$ cat src/rtl/serial_adder_pkg.sv
// serial_adder_pkg: FSM state encodings shared by the serial adder files
package serial_adder_pkg;
  typedef enum logic [1:0] {
    ST_IDLE  = 2'd0,
    ST_SHIFT = 2'd1,
    ST_DONE  = 2'd2
  } state_t;
endpackage

$ cat src/rtl/serial_adder_full_adder_cell.sv
// full_adder_cell: combinational one-bit full adder (x,y,ci) -> (s,co)
module full_adder_cell (
  input  logic x,
  input  logic y,
  input  logic ci,
  output logic s,
  output logic co
);
  logic w_p;
  assign w_p = x ^ y;
  assign s   = w_p ^ ci;
  assign co  = (x & y) | (ci & w_p);
endmodule

$ cat src/rtl/serial_adder.sv
// serial_adder: bit-serial WIDTH-bit adder, LSB first through one full-adder cell
// Ports: clk, rst_n (async active-low); start/in_ready operand handshake with a, b, cin;
// sum, cout (and ovf when SERIAL_ADDER_OVF_EN is defined) qualified by out_valid/out_ready;
// busy high while an operation is in flight or its result is unconsumed.
module serial_adder
  import serial_adder_pkg::*;
#(
  parameter int WIDTH = 8
) (
  input  logic             clk,
  input  logic             rst_n,
  input  logic             start,
  output logic             in_ready,
  input  logic [WIDTH-1:0] a,
  input  logic [WIDTH-1:0] b,
  input  logic             cin,
  output logic [WIDTH-1:0] sum,
  output logic             cout,
  output logic             out_valid,
  input  logic             out_ready,
  output logic             busy
`ifdef SERIAL_ADDER_OVF_EN
  ,
  output logic             ovf
`endif
);
  localparam int CW = $clog2(WIDTH);
  state_t           r_state, w_next;
  logic [WIDTH-1:0] r_a, r_b, r_sum;
  logic [CW-1:0]    r_cnt;
  logic             r_carry, r_cout, r_valid;
  logic             w_s, w_co, w_accept, w_last;
  full_adder_cell u_fa (
    .x (r_a[0]),
    .y (r_b[0]),
    .ci(r_carry),
    .s (w_s),
    .co(w_co)
  );
  assign in_ready  = r_state == ST_IDLE;
  assign busy      = (r_state == ST_SHIFT) || (r_state == ST_DONE);
  assign sum       = r_sum;
  assign cout      = r_cout;
  assign out_valid = r_valid;
  assign w_accept  = start && in_ready;
  assign w_last    = (r_state == ST_SHIFT) && (r_cnt == CW'(WIDTH - 1));
  always_ff @(posedge clk or negedge rst_n)
    if (!rst_n) r_state <= ST_IDLE;
    else        r_state <= w_next;
  always_comb begin
    w_next = ST_IDLE;
    w_next = (r_state == ST_IDLE)  ? (start ? ST_SHIFT : ST_IDLE) :
             (r_state == ST_SHIFT) ? (w_last ? ST_DONE : ST_SHIFT) :
             (r_state == ST_DONE)  ? (out_ready ? ST_IDLE : ST_DONE) : ST_IDLE;
  end
  // Sum bits enter at the MSB end so after WIDTH shifts bit 0 sits at sum[0].
  always_ff @(posedge clk or negedge rst_n)
    if (!rst_n) begin
      r_a     <= '0;
      r_b     <= '0;
      r_sum   <= '0;
      r_cnt   <= '0;
      r_carry <= 1'b0;
      r_cout  <= 1'b0;
      r_valid <= 1'b0;
    end else begin
      if (w_accept) begin
        r_a     <= a;
        r_b     <= b;
        r_carry <= cin;
        r_cnt   <= '0;
      end else if (r_state == ST_SHIFT) begin
        r_a     <= r_a >> 1;
        r_b     <= r_b >> 1;
        r_carry <= w_co;
        r_sum   <= {w_s, r_sum[WIDTH-1:1]};
        if (!w_last) r_cnt <= r_cnt + 1'b1;
      end
      if (w_last) begin
        r_valid <= 1'b1;
        r_cout  <= w_co;
      end else if ((r_state == ST_DONE) && out_ready) r_valid <= 1'b0;
    end
`ifdef SERIAL_ADDER_OVF_EN
  // On the MSB step r_carry is the carry into the MSB and w_co the carry out of it.
  always_ff @(posedge clk or negedge rst_n)
    if (!rst_n)      ovf <= 1'b0;
    else if (w_last) ovf <= r_carry ^ w_co;
`endif
endmodule

$ cat config.mk
export PLATFORM = sky130hd
export DESIGN_NAME = serial_adder
export DESIGN_NICKNAME = d
export VERILOG_FILES = /design/src/rtl/serial_adder_pkg.sv /design/src/rtl/serial_adder_full_adder_cell.sv /design/src/rtl/serial_adder.sv
export SDC_FILE = /design/constraint.sdc
export NUM_CORES = 1
export LEC_CHECK = 0
export ABC_AREA = 1
export BUFFER_PORTS_ARGS = -buffer_cell sky130_fd_sc_hd__buf_2
export CORE_MARGIN = 1.5
export CORE_UTILIZATION = 47
export DETAILED_ROUTE_END_ITERATION = 8
export GPL_TIMING_DRIVEN = 0
export PLACE_DENSITY = 0.7
export SETUP_SLACK_MARGIN = 0.4
export SLEW_MARGIN = 10
export SYNTH_ARGS = -nofsm -noshare
export SYNTH_HDL_FRONTEND = slang
export SYNTH_SLANG_ARGS = --single-unit
$ cat constraint.sdc
create_clock -name clk -period 3.8 [get_ports clk]
set_input_delay 0.38 -clock clk [delete_from_list [all_inputs] [get_ports clk]]
set_output_delay 0.38 -clock clk [all_outputs]
set_load 0.005 [all_outputs]
==> results of run 1 <==
[report_power, final]
part | switching, mW | total (mW) | internal [mW] | leakage [nW]
combinational | 0.518 | 0.866 | 0.348 | 0.756
sequential | 0.101 | 0.605 | 0.504 | 0.397
clock | 0.121 | 0.258 | 0.137 | 0.0412
[state kept, by name (all words and copies together), names as in the netlist]
register,flops
r_b,8
sum,8
cout,1
out_valid,1
r_state,2
r_a,8
r_cnt,3
r_carry,1
[how the worst max path moves through the flow]
stage	slack [ns]	end
global placement	2.47	r_b[1]
finish	2.26	busy
CTS	2.24	busy
global route	2.20	busy
detailed placement	2.44	r_a[6]
floorplan	2.53	r_a[6]
[layout by cell type (no fill, tap or decap), types with 2 or more instances in the layout]
cell      count
a21oi_1       2
ha_1          5
inv_1        21
nor2_1        3
dfrtp_1      32
buf_4         2
clkbuf_4      5
nand2_1      99
nand3_2       9
buf_6         3
nand3_1      29
buf_2        38
[cells by family after synthesis]
logic type	synth area share (%)
buffers and inverters	10.9
AND/OR/NAND/NOR	36.7
flip-flops	46.7
adder cells (fa/ha/maj)	4.82
AO/OA/AOI/OAI	0.876
[per-layer routing]
| metal | part of all wire [%] | up-vias |
|---|---|---|
| li1 | - | 741 |
| met1 | 49 | 647 |
| met2 | 46 | 37 |
| met3 | 4.5 | 6 |
| met4 | 0.95 | 0 |
| met5 | 0 | - |
[layout make-up]
type                            instances  area [µm²]  share of cell area [%]
Sequential cell                        32         801                    39.9
Multi-Input combinational cell        150         727                    36.2
Timing Repair Buffer                   31         155                    7.73
Buffer                                 13         104                    5.17
Inverter                               22        82.6                    4.11
Tap cell                               46        57.6                    2.87
Clock inverter                          3        42.5                    2.12
Clock buffer                            5        37.5                    1.87
[per-stage QoR]
step | cells | area [µm²] | util, % | setup WS, ns | total power [mW]
detailed placement | 294 | 1930 | 56.4 | 2.44 | 1.48
floorplan | 217 | 1710 | - | 2.53 | 1.24
global route | 302 | 2010 | 58.8 | 2.20 | 1.90
CTS | 302 | 2010 | 58.8 | 2.24 | 1.74
global placement | 294 | 1930 | 56.4 | 2.47 | 1.46
finish | 302 | 2010 | 58.8 | 2.26 | 1.73
[critical path, cell delays in order (launching register included)]
cell and delay [ns]:
dfrtp_1 0.36, inv_1 0.06, ha_1 0.28, buf_2 0.12
==> results.json, run 1 <==
{
  "gr-usage-met2_pct": 28.7,
  "hold_ws_ns": 0.0779,
  "hold_class": "primary input to async pin",
  "vias_per_cell": 4.74,
  "dr.pass1.iters": 7,
  "worst_slew_pin_slew_ns": 0.705,
  "post_cts_buffers": 0,
  "synth_most_common_cell": "nand2_1",
  "synth_commonest_cells": "99 x nand2_1, 32 x dfrtp_1, 29 x nand3_1, 21 x inv_1, 9 x nand3_2",
  "netlist-cell-type-count": 16,
  "core.rowCount": 21,
  "drc_errors": 0,
  "cts.htree.levels": 2,
  "vias": 1431,
  "synthArstFlopShare_pct": 100,
  "clockBufferDepth": 2,
  "rr_endpoint": "r_b[1]",
  "synthTopCellsByArea": "dfrtp_1 47%, nand2_1 22%, nand3_1 8.5%, nand3_2 5.3%, inv_1 4.6%",
  "overflow": 0,
  "drive_gt1_share_pct": 24.6,
  "die_y_um": 63.4,
  "grt_max_degree": 33,
  "endpoint_kind": "output port",
  "start_util_pct": 50.2,
  "die_x_um": 63.4,
  "leakage_nw": 1.19,
  "path_clk_slew_ns": 0.11,
  "wl_per_cell_um": 11.5,
  "yosys_most_used_dff": "dfrtp_1",
  "reg2reg_depth": 7,
  "rsz0062_at_grt": "false",
  "netlist_instances": 217,
  "drt-total-wl_um": 3490,
  "synth_top_area_share_pct": 46.7,
  "maxCapViolations": 0,
  "ios": 33,
  "syn_area_mm2": 0.00171,
  "synth_nets": 244,
  "met3_usage_pct": 4.82,
  "post-route-period-util_pct": 40.6,
  "nets": 282,
  "post_cts_resized": 0,
  "path_max_fanout": 2,
  "drt_iter0_markers": 76,
  "layout_min_cycle_time_ns": 1.54,
  "fill_cells": 322,
  "antenna_found_initial": 0,
  "grt_pass1_wl_um": 5930,
  "cts-root-buf": "clkbuf_4",
  "setup_viol": 0,
  "crit_start": "r_state[0]",
  "fp.dieArea_mm2": 0.00402,
  "status": "finished clean",
  "critPathKind": "register to output port",
  "power_density_mw_per_mm2": 861,
  "synth.ff_latch_count": 32,
  "setup-tns-final_ns": 0,
  "area_delta_synth_final_pct": 17.1,
  "cts_tree": "yes",
  "top_usage_layer": "met2",
  "core_area_mm2": 0.00342,
  "yosysTopAreaCell": "dfrtp_1",
  "fmax_mhz": 649,
  "grt_usage_pct": 18.8,
  "rrSetupSlack_ns": 2.40,
  "place_congestion": 0.752,
  "cp-start-kind": "register",
  "hold_viol_final": 0,
  "rr_startpoint": "r_state[0]",
  "dp_hpwl_um": 2400,
  "drv_slew": 0,
  "synth_seq_area_share_pct": 46.7,
  "clk-insertion-delay-late_ns": 0.33,
  "fin_skew_ns": 0.0115,
  "synth.avg_cell_area_um2": 7.90,
  "diodes": 0,
  "hold_buffers": 0,
  "slew_headroom_pct": 53.0,
  "antenna_left": 0,
  "cts_made_buffers": 5,
  "cts.sinks": 32,
  "irDropWorstVdd_uv": 409,
  "synth-edff-count": 0,
  "met1_usage_pct": 26.4,
  "grt_pass1_vias": 1321,
  "port_buffers": 31,
  "yosysWarningCount": 0,
  "worstPathArrival_ns": 1.16,
  "cp.required_ns": 3.42
}
Power figures use the tool's default switching activity.
==> run 2, diff against run 1 <==
--- a/config.mk
+++ b/config.mk
@@ -11,7 +11,7 @@
 export CORE_UTILIZATION = 47
 export DETAILED_ROUTE_END_ITERATION = 8
 export GPL_TIMING_DRIVEN = 0
-export PLACE_DENSITY = 0.7
+export PLACE_DENSITY = 0.72
 export SETUP_SLACK_MARGIN = 0.4
 export SLEW_MARGIN = 10
 export SYNTH_ARGS = -nofsm -noshare
==> constraint.sdc (replaced) <==
create_clock -name clk -period 1.25 [get_ports clk]
set_input_delay 0.125 -clock clk [delete_from_list [all_inputs] [get_ports clk]]
set_output_delay 0.125 -clock clk [all_outputs]
set_load 0.005 [all_outputs]
==> run 2 against run 1 <==
The flow now finishes with violations (negative hold slack, negative setup slack). Die area unchanged. Wire length rose by 16%. Sequential share of layout area is 4.8 points lower. Count of clock-buffer cells in the layout is the same. Critical path depth up 5. Clock power grew to 3.1 times the previous value.
==> results.json, run 2 (synthesized netlist as in run 1, its figures left out) <==
{
  "vias_per_cell": 4.78,
  "violations": "negative hold slack, negative setup slack",
  "fin_cells": 324,
  "sw_frac_of_total_pct": 40.5,
  "critical-path-top-delay-family": "buffers and inverters",
  "dp_hpwl_um": 2430,
  "drt-total-wl_um": 4060,
  "grt_usage_pct": 21.1,
  "post-route-period-util_pct": 107,
  "critPathMaxStageDelay_ns": 0.41,
  "cts_made_buffers": 5,
  "fin_skew_ns": 0.00637,
  "leakage_nw": 1.33,
  "wl_per_cell_um": 12.5,
  "clockBufferDepth": 2,
  "dr.pass1.iters": 4,
  "cp_cell_sequence": "inv_2 -> ha_4 -> buf_6 -> nand2_8 -> buf_8 -> clkbuf_16 -> nand3_2 -> nand2_1",
  "cp-start-kind": "register",
  "grt_max_degree": 33,
  "die_y_um": 63.4,
  "ios": 33,
  "worst_slew_pin_slew_ns": 0.727,
  "drive_gt1_share_pct": 32.7,
  "nets": 304,
  "cts.htree.levels": 2,
  "rrSetupSlack_ns": -0.09,
  "maxCapViolations": 0,
  "power_density_mw_per_mm2": 2670,
  "cts_tree": "yes",
  "fmax_mhz": 745,
  "place_congestion": 0.754,
  "fp.dieArea_mm2": 0.00402,
  "hold_class": "primary input to async pin",
  "drt_iter0_markers": 56,
  "path_clk_slew_ns": 0.11,
  "cts-root-buf": "clkbuf_4",
  "area_delta_synth_final_pct": 33.2,
  "final_common_cell": "nand2_1",
  "rsz0062_at_grt": "true",
  "status": "finished with violations",
  "cp.required_ns": 1.48,
  "drc_errors": 0,
  "start_util_pct": 50.2,
  "power_frac_comb_pct": 56.9,
  "hold_viol_final": 32,
  "core.rowCount": 21,
  "port_buffers": 31,
  "die_x_um": 63.4,
  "vias": 1550,
  "final_cell_mix": "98 x nand2_1, 32 x dfrtp_1, 31 x buf_2, 29 x nand3_1, 21 x buf_4",
  "p_clk_share_pct": 13.0,
  "critPathKind": "register to register",
  "grt_pass1_wl_um": 6620,
  "hold_buffers": 2,
  "endpoint": "r_b[7]",
  "irDropWorstVdd_uv": 1290,
  "total_power_mw": 6.10,
  "p_switching_mw": 2.47,
  "drv_slew": 0,
  "hold_ws_ns": -0.163,
  "antenna_found_initial": 0,
  "slew_headroom_pct": 51.5,
  "worstPathArrival_ns": 1.57,
  "grt_pass1_vias": 1429,
  "diodes": 0,
  "cts.sinks": 32,
  "rr_endpoint": "r_b[7]",
  "endpoint_kind": "register",
  "reg2reg_depth": 8,
  "antenna_left": 0,
  "clk-insertion-delay-late_ns": 0.33,
  "rr_startpoint": "r_state[0]",
  "crit_start": "r_state[0]",
  "worstSetupPathDepth": 8,
  "worst_slack_ns": -0.0918,
  "overflow": 0,
  "dp_slack_ns": -0.114,
  "seq_power_share_pct": 30.1,
  "path_max_fanout": 6,
  "core_area_mm2": 0.00342,
  "layout_min_cycle_time_ns": 1.34,
  "place_inst": 294,
  "path_buf_inv": 4,
  "p_int_mw": 3.63,
  "setup_viol": 18,
  "worst_path_max_delay_cell": "dfrtp_1"
}
run 2: how the worst min path moves through the flow:
stage / startpoint / end / slack [ns] / depth (start not counted)
final: rst_n / sum[0] / -0.16 / 1
after global routing: rst_n / sum[0] / -0.13 / 1
after CTS: rst_n / r_state[1] / -0.16 / 1
after detailed placement: rst_n / r_state[1] / 0.21 / 1
after global placement: rst_n / r_cnt[0] / 0.22 / 1
after floorplan: rst_n / cout / -0.17 / 0
run 2: final cells by class:
type                    instances  area [µm²]
fillers                       299        1130
flip-flops and latches         32         801
multi-input cells             150         758
repair buffers                 53         367
plain buffers                  13         138
inverters                      22        82.6
well taps                      46        57.6
clock inverters                 3        42.5
clock buffers                   5        37.5
run 2: per-layer routing:
metal	vias up	share of wire [%]	GRT usage [%]
met2	39	53	37.4
met1	714	41	26.1
li1	790	-	-
met3	7	4.0	3.75
met4	0	1.8	6.52
met5	-	0	0
run 2: stage by stage:
step,utilization (%),area [µm²],TNS (ns)
global route,66.8,2280,-1.80
detailed placement,56.7,1940,-1.71
finish,66.8,2280,-0.487
global placement,56.7,1940,-1.23
CTS,63.8,2180,-0.295
floorplan,-,1720,-0.0309
run 2: power groups by stage:
stage	clock network (mW)	logic, mW	registers, mW
after global placement	0	2.60	1.85
after CTS	0.801	3.18	1.82
after floorplan	0	1.98	1.82
after detailed placement	0	2.66	1.86
after global routing	0.877	3.86	1.88
final	0.795	3.47	1.83
run 2: timing repair:
action                                  CTS  global route
cloned                                    0             2
pin swaps                                 0             7
endpoints found under the hold margin    34            32
setup buffers                            13             5
gates resized for setup                  16             3
endpoints found under the setup margin   44            44
==> run 3, diff against run 2 <==
--- a/config.mk
+++ b/config.mk
@@ -6,12 +6,13 @@
 export NUM_CORES = 1
 export LEC_CHECK = 0
 export ABC_AREA = 1
-export BUFFER_PORTS_ARGS = -buffer_cell sky130_fd_sc_hd__buf_2
 export CORE_MARGIN = 1.5
 export CORE_UTILIZATION = 47
+export CTS_CLUSTER_SIZE = 16
 export DETAILED_ROUTE_END_ITERATION = 8
+export DONT_BUFFER_PORTS = 1
 export GPL_TIMING_DRIVEN = 0
-export PLACE_DENSITY = 0.72
+export PLACE_DENSITY = 0.68
 export SETUP_SLACK_MARGIN = 0.4
 export SLEW_MARGIN = 10
 export SYNTH_ARGS = -nofsm -noshare
==> run 3 against run 2 <==
The flow finishes with violations (negative setup slack). Die area did not move. Register-to-register slack gained 0.02 ns. Clock power grew 2%. Hold slack improved by 0.24 ns. Power decreased by 3.5%. Critical endpoint is now r_a[1].
==> results.json, run 3 (synthesized netlist as in run 1, its figures left out) <==
{
  "fin_skew_ns": 0.0155,
  "fin_util_pct": 66.4,
  "leakage_nw": 1.22,
  "place_congestion": 0.741,
  "die_y_um": 63.4,
  "nets": 279,
  "place_inst": 263,
  "hold_path_startpoint": "start",
  "path_max_fanout": 8,
  "cts-root-buf": "clkbuf_4",
  "grt_pass1_wl_um": 6430,
  "status": "finished with violations",
  "hold_depth": 4,
  "cp.required_ns": 1.49,
  "cts_made_buffers": 5,
  "fp.dieArea_mm2": 0.00402,
  "start_util_pct": 50.2,
  "clockBufferDepth": 2,
  "diodes": 0,
  "fin_cells": 299,
  "cts.sinks": 32,
  "dr.pass1.iters": 4,
  "place_area_mm2": 0.00178,
  "fmax_mhz": 756,
  "grt_usage_pct": 20.8,
  "ios": 33,
  "met3_usage_pct": 5.36,
  "antenna_left": 0,
  "hold_viol_final": 0,
  "overflow": 0,
  "core.rowCount": 21,
  "grt_pass1_vias": 1459,
  "cp-start-kind": "register",
  "gr-usage-met2_pct": 32.1,
  "dp_hpwl_um": 2250,
  "top_usage_layer": "met2",
  "vias_per_cell": 4.99,
  "crit_start": "r_state[1]",
  "area_delta_synth_final_pct": 32.4,
  "clk-insertion-delay-late_ns": 0.35,
  "cts.htree.levels": 2,
  "die_x_um": 63.4,
  "antenna_found_initial": 0,
  "min_to": "r_b[5]",
  "worstPathArrival_ns": 1.56,
  "irDropWorstVdd_uv": 1460,
  "drt-total-wl_um": 3850,
  "drv_slew": 0,
  "power_density_mw_per_mm2": 2590,
  "slew_headroom_pct": 83.0,
  "core_area_mm2": 0.00342,
  "hold_class": "primary input to register",
  "rr_startpoint": "r_state[1]",
  "rsz0062_at_grt": "true",
  "post-route-period-util_pct": 106,
  "rr_endpoint": "r_a[1]",
  "rrSetupSlack_ns": -0.07,
  "cts_tree": "yes",
  "final_cell_area_mm2": 0.00227,
  "final_cell_mix": "92 x nand2_1, 32 x dfrtp_1, 22 x nand3_1, 19 x dlygate4sd3_1, 18 x inv_1",
  "worst_slack_ns": -0.0720,
  "setup-tns-final_ns": -0.892,
  "setup_viol": 26,
  "drive_gt1_share_pct": 24.9,
  "port_buffers": 0,
  "drc_errors": 0,
  "wl_per_cell_um": 12.9,
  "violations": "negative setup slack",
  "endpoint_kind": "register",
  "grt_max_degree": 33,
  "final_common_cell": "nand2_1",
  "met1_usage_pct": 26.4,
  "path_clk_slew_ns": 0.12,
  "vias": 1492,
  "reg2reg_depth": 9,
  "critPathKind": "register to register",
  "maxCapViolations": 0,
  "worst_slew_pin_slew_ns": 0.256,
  "drt_iter0_markers": 88,
  "layout_min_cycle_time_ns": 1.32
}
==> run 3: cell count changes in the layout (fill, tap and decap cells not counted), sizes merged <==
cell         previous run  this run
buf                    61        21
dlygate4sd3             2        19
clkbuf                  8         6
==> run 3: cell type report <==
class / count / area [µm²]
buffer: 13 / 134
clock buffer: 5 / 37.5
clock inverter: 3 / 42.5
fill: 281 / 1150
inverter: 22 / 85.1
multi-input combinational: 150 / 803
sequential: 32 / 801
tap: 46 / 57.6
timing repair buffer: 28 / 309
==> run 3: how the worst max path moves through the flow <==
stage / end / cells after the start
6_report: r_a[1] / 9
5_1_grt: r_cnt[2] / 6
4_1_cts: r_a[0] / 9
3_5_place_dp: r_b[0] / 7
3_3_place_gp: r_b[1] / 7
2_1_floorplan: r_a[6] / 8
==> run 3: what timing repair did <==
| action | 4_1_cts | 5_1_grt |
|---|---|---|
| endpoints found under the setup margin | 44 | 44 |
| gates resized for setup | 28 | 11 |
| hold endpoints to repair | 51 | 0 |
| hold buffers | 20 | 0 |
| setup buffers | 5 | 1 |
| pin swaps | 8 | 22 |
| cloned | 2 | 0 |
==> run 3: through the flow <==
stage / setup WS, ns / power [mW] / hold slack [ns]
2_1_floorplan: -0.00472 / 3.80 / -0.171
3_3_place_gp: -0.109 / 4.26 / -0.170
3_5_place_dp: -0.134 / 4.32 / -0.170
4_1_cts: -0.0578 / 5.82 / 0.0722
5_1_grt: -0.166 / 6.38 / 0.0962
6_report: -0.0720 / 5.88 / 0.0743
==> run 3: where the power goes <==
part | switching, mW | leakage [nW] | internal [mW]
logic | 1.71 | 0.779 | 1.47
clock network | 0.392 | 0.0412 | 0.417
registers | 0.355 | 0.397 | 1.53
==> run 3: worst max-delay path: stages, from the launching register on <==
cell and delay (ns):
dfrtp_1 0.39, inv_2 0.06, ha_4 0.16, buf_6 0.12, nand2_4 0.06, buf_8 0.13, buf_8 0.14, nand2_2 0.04
nand2_1 0.05, nand2_1 0.05
==> run 3: metal layers <==
layer / wire (µm) / share of wire, % / vias up
met3: 207 / 5.4 / 13
met2: 1780 / 46 / 50
met1: 1730 / 45 / 693
li1: - / - / 736
met4: 131 / 3.4 / 0
met5: 0 / 0 / -
